`src/rtl/deemph_pkg.sv`:
```
// deemph_pkg: shared types and constants for the deemph_iir de-emphasis filter
package deemph_pkg;
  typedef logic signed [11:0] sample_t;
  typedef logic signed [11:0] coef_t;
  typedef logic signed [23:0] prod_t;
  typedef logic signed [27:0] acc_t;
  typedef enum logic [1:0] {IDLE, MAC, DONE} state_t;
  localparam acc_t    ROUND_CONST = acc_t'(1 << 9);
  localparam sample_t SAT_MAX     = sample_t'(2047);
  localparam sample_t SAT_MIN     = sample_t'(-2048);
endpackage

```
`src/rtl/deemph_iir_if.sv`:
```
// deemph_iir_if: valid/ready sample streams in and out of deemph_iir
//   in_valid/in_ready/in_data    : input samples x[n], Q2.10
//   out_valid/out_ready/out_data : output samples y[n], Q2.10
//   master = sample source / sink side, slave = filter side
interface deemph_iir_if;
  import deemph_pkg::*;
  logic    in_valid;
  logic    in_ready;
  sample_t in_data;
  logic    out_valid;
  logic    out_ready;
  sample_t out_data;
  modport master (output in_valid, in_data, out_ready, input in_ready, out_valid, out_data);
  modport slave  (input in_valid, in_data, out_ready, output in_ready, out_valid, out_data);
endinterface

```
`src/rtl/deemph_round_sat.sv`:
```
// deemph_round_sat: round half-up Q8.20 accumulator to Q2.10 sample
//   acc : accumulator in, y : rounded sample out
//   DEEMPH_SAT_EN defined: clamp to [-2048, 2047]; otherwise bits [21:10] wrap
module deemph_round_sat
  import deemph_pkg::*;
(
  input  acc_t    acc,
  output sample_t y
);
`ifdef DEEMPH_SAT_EN
  logic signed [17:0] q;
  assign q = 18'((acc + ROUND_CONST) >>> 10);
  assign y = q > 18'(SAT_MAX) ? SAT_MAX : q < 18'(SAT_MIN) ? SAT_MIN : sample_t'(q);
`else
  assign y = sample_t'((acc + ROUND_CONST) >>> 10);
`endif
endmodule

```
`src/rtl/deemph_iir.sv`:
```
// deemph_iir: time-multiplexed second-order IIR de-emphasis, one shared multiplier
//   clk, rst_n (async active-low), clr (sync flush of history and in-flight sample)
//   s : deemph_iir_if.slave carrying the input and output valid/ready streams
//   B0..A2 : Q2.10 coefficients; y = B0*x + B1*x1 + B2*x2 - A1*y1 - A2*y2
//   Optional saturation via DEEMPH_SAT_EN (handled in deemph_round_sat)
module deemph_iir
  import deemph_pkg::*;
#(
  parameter coef_t B0 = 12'sd256,
  parameter coef_t B1 = 12'sd0,
  parameter coef_t B2 = 12'sd0,
  parameter coef_t A1 = -12'sd768,
  parameter coef_t A2 = 12'sd0
) (
  input logic        clk,
  input logic        rst_n,
  input logic        clr,
  deemph_iir_if.slave s
);
  state_t     state, state_nxt;
  logic [2:0] tap;
  acc_t       acc;
  sample_t    x, x1, x2, y1, y2, y, d;
  coef_t      c;
  prod_t      p;
  logic       accept, load;
  always_comb begin
    accept    = state == IDLE && s.in_valid && !clr;
    load      = state == DONE && (!s.out_valid || s.out_ready) && !clr;
    c         = tap == 3'd0 ? B0 : tap == 3'd1 ? B1 : tap == 3'd2 ? B2 : tap == 3'd3 ? A1 : A2;
    d         = tap == 3'd0 ? x : tap == 3'd1 ? x1 : tap == 3'd2 ? x2 : tap == 3'd3 ? y1 : y2;
    p         = prod_t'(c) * prod_t'(d);
    state_nxt = clr ? IDLE : accept ? MAC : (state == MAC && tap == 3'd4) ? DONE : load ? IDLE : state;
  end
  assign s.in_ready = rst_n && !clr && state == IDLE;
  always_ff @(posedge clk or negedge rst_n)
    if (!rst_n) state <= IDLE;
    else        state <= state_nxt;
  // Feedback taps (3, 4) subtract the product so -A never needs negating in 12 bits
  always_ff @(posedge clk or negedge rst_n) begin
    if (!rst_n) begin
      tap <= '0; acc <= '0; x <= '0; x1 <= '0; x2 <= '0; y1 <= '0; y2 <= '0;
      s.out_valid <= 1'b0;
      s.out_data  <= '0;
    end else if (clr) begin
      tap <= '0; acc <= '0; x1 <= '0; x2 <= '0; y1 <= '0; y2 <= '0;
      s.out_valid <= 1'b0;
    end else begin
      if (accept) begin
        x   <= s.in_data;
        tap <= '0;
        acc <= '0;
      end
      if (state == MAC) begin
        acc <= tap < 3'd3 ? acc + acc_t'(p) : acc - acc_t'(p);
        tap <= tap + 3'd1;
      end
      if (load) begin
        s.out_data  <= y;
        s.out_valid <= 1'b1;
        x2 <= x1; x1 <= x; y2 <= y1; y1 <= y;
      end else if (s.out_valid && s.out_ready) s.out_valid <= 1'b0;
    end
  end
  deemph_round_sat u_rs (.acc(acc), .y(y));
endmodule

```
`src/flat_wrapper.sv`:
```
// flat-port wrapper written by rule: the top's interface ports become plain ports
module deemph_iir_flat import deemph_pkg::*;
#(
  parameter coef_t B0 = 12'sd256,
  parameter coef_t B1 = 12'sd0,
  parameter coef_t B2 = 12'sd0,
  parameter coef_t A1 = -12'sd768,
  parameter coef_t A2 = 12'sd0
)
  (clk, rst_n, clr, s_in_valid, s_in_data, s_out_ready, s_in_ready, s_out_valid, s_out_data);
  deemph_iir_if s_i ();
  input logic clk;
  input logic rst_n;
  input logic clr;
  input wire logic [$bits(s_i.in_valid)-1:0] s_in_valid;
  input wire logic [$bits(s_i.in_data)-1:0] s_in_data;
  input wire logic [$bits(s_i.out_ready)-1:0] s_out_ready;
  output wire logic [$bits(s_i.in_ready)-1:0] s_in_ready;
  output wire logic [$bits(s_i.out_valid)-1:0] s_out_valid;
  output wire logic [$bits(s_i.out_data)-1:0] s_out_data;
  assign s_i.in_valid = s_in_valid;
  assign s_i.in_data = s_in_data;
  assign s_i.out_ready = s_out_ready;
  assign s_in_ready = s_i.in_ready;
  assign s_out_valid = s_i.out_valid;
  assign s_out_data = s_i.out_data;
  deemph_iir #(.B0(B0), .B1(B1), .B2(B2), .A1(A1), .A2(A2)) u_core (.clk(clk), .rst_n(rst_n), .clr(clr), .s(s_i));
endmodule
```
`config.mk`:
```
export PLATFORM = sky130hd
export DESIGN_NAME = deemph_iir_flat
export DESIGN_NICKNAME = d
export VERILOG_FILES = /design/src/rtl/deemph_pkg.sv /design/src/rtl/deemph_iir_if.sv /design/src/rtl/deemph_round_sat.sv /design/src/rtl/deemph_iir.sv /design/src/flat_wrapper.sv
export SDC_FILE = /design/constraint.sdc
export NUM_CORES = 1
export LEC_CHECK = 0
export ABC_AREA = 1
export BUFFER_PORTS_ARGS = -buffer_cell sky130_fd_sc_hd__buf_2
export CORE_AREA = 3 3 90 178
export DETAILED_ROUTE_END_ITERATION = 6
export DIE_AREA = 0 0 93 181
export PLACE_DENSITY = 0.67
export SYNTH_ARGS = -nofsm -noshare
export SYNTH_HDL_FRONTEND = slang
export SYNTH_SLANG_ARGS = --single-unit
```
`constraint.sdc`:
```
create_clock -name clk -period 7.8 [get_ports clk]
set_input_delay 1.56 -clock clk [delete_from_list [all_inputs] [get_ports clk]]
set_output_delay 1.56 -clock clk [all_outputs]
set_load 0.01 [all_outputs]
```
==> flow_summary.json <==
{
  "status": "completed",
  "grt_util_met1_pct": 24.7,
  "vdd_drop_max_v": 0.000323,
  "first_pass_iters": 5,
  "top_usage_layer": "met2",
  "final_area_sq_um": 8130,
  "grt_use_met3_pct": 2.58,
  "ys_types": 38,
  "cp_data_required_time_ps": 8010,
  "hpwl_um": 15000,
  "grt_max_degree": 59,
  "crit_buf_inv": 7,
  "cts_buffers": 9,
  "drcViolationCount": 0,
  "seq_area_sq_um": 2430,
  "reg2reg_depth": 40,
  "syn_inst": 948,
  "holdBufCountCts": 0,
  "die-area_sq_um": 16800,
  "sequentialPowerShare_pct": 27.8,
  "cts_root_buf": "clkbuf_16",
  "grt_pass1_wl_um": 31000,
  "clock-sinks": 97,
  "arrival_ps": 7530,
  "syn_avg_cell_area_sq_um": 7.78,
  "finalHoldViolCount": 0,
  "fmax_mhz": 136,
  "grtUsageTotal_pct": 23.8,
  "postRouteAntennaNets": 0,
  "timing.rr.end": "u_core.acc[20]",
  "netSwitchingFraction_pct": 43.2,
  "hp-start": "u_core.s.out_data[4]",
  "path_max_fanout": 6,
  "placed_cells": 1159,
  "grt_overflow_total": 0,
  "worst_path_max_delay_cell": "fa_1",
  "portBuffers": 30,
  "core_area_sq_um": 14800,
  "place_area_sq_um": 7740,
  "rows": 63,
  "syn-cell-area_sq_um": 7380,
  "drive_above_1_share_pct": 9.85,
  "worstSkewPairLatency_ps": 350,
  "start_kind": "flop",
  "fin_cells": 1180,
  "power_density_nw_per_um2": 258,
  "drtIter0Drc": 233,
  "ios": 31,
  "die_w_um": 93,
  "gp_congestion": 0.893,
  "wl_per_cell_um": 15.9,
  "fp.dieH_um": 181,
  "yosysSeqAreaShare_pct": 32.9,
  "path_delay_family": "adder cells",
  "reg2reg_slack_ps": 470,
  "p_leak_nw": 4.31,
  "antenna_found_initial": 0,
  "ys.warnings.count": 0,
  "p_int_mw": 1.19,
  "relSlewSlack_pct": 49.2,
  "timing.final.crit_share_pct": 93.9,
  "finalNetCount": 1093,
  "num_vias": 6153,
  "hold_path_class": "flop to flop",
  "synth_nets": 1061,
  "synth-seq-cells": 97,
  "cts_tree": "built",
  "holdPathEnd": "u_core.s.out_data[4]",
  "cpPeakStageDelay_ps": 610,
  "pwr-share-clk_pct": 22.2,
  "routed_wl_um": 18800,
  "n_antenna_cell": 0,
  "fin_skew_ps": 9.41,
  "grt_pass1_vias": 6278,
  "critical_path.most_common_cell": "nand2_1",
  "crit_type": "flop to flop",
  "vias_per_cell": 5.21,
  "holdPathStages": 2,
  "setup_viol": 0,
  "reg2reg_from": "u_core.tap[0]",
  "initial_core_util_pct": 49.8,
  "tightest_slew_ps": 762,
  "clk_pin_slew_ps": 80,
  "fillers": 1483,
  "cp-end-kind": "flop",
  "p_switching_mw": 0.908,
  "cts_buffer_depth": 2,
  "cap_viol_max_count": 0,
  "p_comb_share_pct": 50.0,
  "area_growth_pct": 10.2,
  "period_needed_ps": 7330,
  "h-tree-depth": 3,
  "multi_input_area_sq_um": 4110,
  "slew_viol_final": 0,
  "grtUsageMet2_pct": 44.3
}
worst min-delay path, stage by stage (launching register included):
cell and delay (ps):
dfrtp_1 340, nand2_1 50, nand2_1 60
cell type report:
type	instances	share of cell area (%)
clock inverter	7	1.09
sequential	97	29.9
inverter	209	9.68
tap	195	3.00
timing repair buffer	42	2.99
clock buffer	9	2.77
multi-input combinational	621	50.6
through the flow:
| step | utilization [%] | worst slack, ps | power (mW) | TNS, ps | hold slack, ps |
|---|---|---|---|---|---|
| after CTS | 54.4 | 130 | 2.08 | 0 | 482 |
| final | 54.9 | 473 | 2.10 | 0 | 478 |
| after floorplan | - | 716 | 1.34 | 0 | 448 |
| after global routing | 54.9 | -89.6 | 2.27 | -97.0 | 503 |
| after detailed placement | 52.2 | 226 | 1.61 | 0 | 463 |
| after global placement | 52.2 | 359 | 1.60 | 0 | 461 |
worst max path at each step:
stage	start	endpoint	slack, ps	depth (start not counted)
after floorplan	u_core.tap[2]	u_core.acc[21]	720	36
after global placement	u_core.tap[0]	u_core.acc[21]	360	36
after detailed placement	u_core.tap[2]	u_core.acc[21]	230	40
after CTS	u_core.tap[2]	u_core.acc[21]	130	40
after global routing	u_core.tap[1]	u_core.acc[21]	-90	40
final	u_core.tap[0]	u_core.acc[20]	470	40
per-layer routing:
metal | vias to the layer above | part of all wire, %
met5 | - | 0
met3 | 62 | 2.2
li1 | 3052 | -
met4 | 0 | 6.3
met1 | 2916 | 36
met2 | 123 | 55
timing repair:
action,CTS,global route
buffers inserted,0,5
gates resized for setup,0,15
setup endpoints to repair,0,3
cells by family after synthesis:
logic type	after synthesis	share of synthesized area (%)
DFF	97	32.9
AOI/OAI and AO/OA	163	12.6
buffers and inverters	230	11.8
and+or+nand+nor	334	19.6
adders and majority gates	96	19.8
xor gates and xnor gates	28	3.32
synth_stat cells:
cell type	count	area [sq um]
o21bai_1	1	7.51
buf_4	1	7.51
nand3b_1	5	37.5
o21ai_1	4	20.0
a21oi_2	1	8.76
a31oi_1	1	6.26
o22ai_1	31	194
fa_1	35	701
ha_1	61	763
a21o_1	2	15.0
inv_2	6	22.5
a211oi_1	1	7.51
buf_1	1	3.75
nor2_8	1	20.0
clkbuf_1	15	56.3
nand2_4	3	33.8
buf_2	4	20.0
inv_1	203	762
o211ai_1	16	120
nor4_1	1	6.26
o311ai_0	1	8.76
o21a_1	1	7.51
nand3_1	41	205
a21oi_1	24	120
a31o_2	3	26.3
xor2_1	16	140
nor2_2	2	12.5
nand4_1	5	31.3
or2_2	1	6.26
nand3_4	1	17.5
nor2_1	57	214
nand2_2	7	43.8
nand3_2	3	30.0
xnor2_1	12	105
nor3_1	7	35.0
nand2_1	200	751
dfrtp_1	97	2430
o21ai_0	77	385
placed cells by master, fill, tap and decap left out, drive strengths merged:
master	instances
fa	35
nor2	60
ha	61
xor2	16
nand3b	5
a21oi	25
o21a	1
a21o	2
o211ai	16
buf	42
nand2	210
nand3	45
o22ai	31
dfrtp	97
nand4	5
inv	211
clkinv	4
xnor2	12
clkbuf	9
o21bai	1
a31oi	1
o311ai	1
nor3	7
or2	1
o21ai	81
nor4	1
a31o	3
bufinv	1
a211oi	1
registers in the layout, indices dropped and copies added, names as in the netlist:
name and count:
u_core.acc 19, u_core.s.out_data 12, u_core.s.out_valid 1, u_core.state 2, u_core.tap 3, u_core.x 12, u_core.x1 12, u_core.x2 12
u_core.y1 12, u_core.y2 12
power by group through the flow:
| stage | sequential (mW) | combinational [mW] | clock [mW] |
|---|---|---|---|
| final | 0.583 | 1.05 | 0.467 |
| after global routing | 0.588 | 1.19 | 0.493 |
| after CTS | 0.582 | 1.02 | 0.477 |
| after detailed placement | 0.592 | 1.01 | 0 |
| after global placement | 0.591 | 1.01 | 0 |
| after floorplan | 0.582 | 0.761 | 0 |
Power figures use the tool's default switching activity.
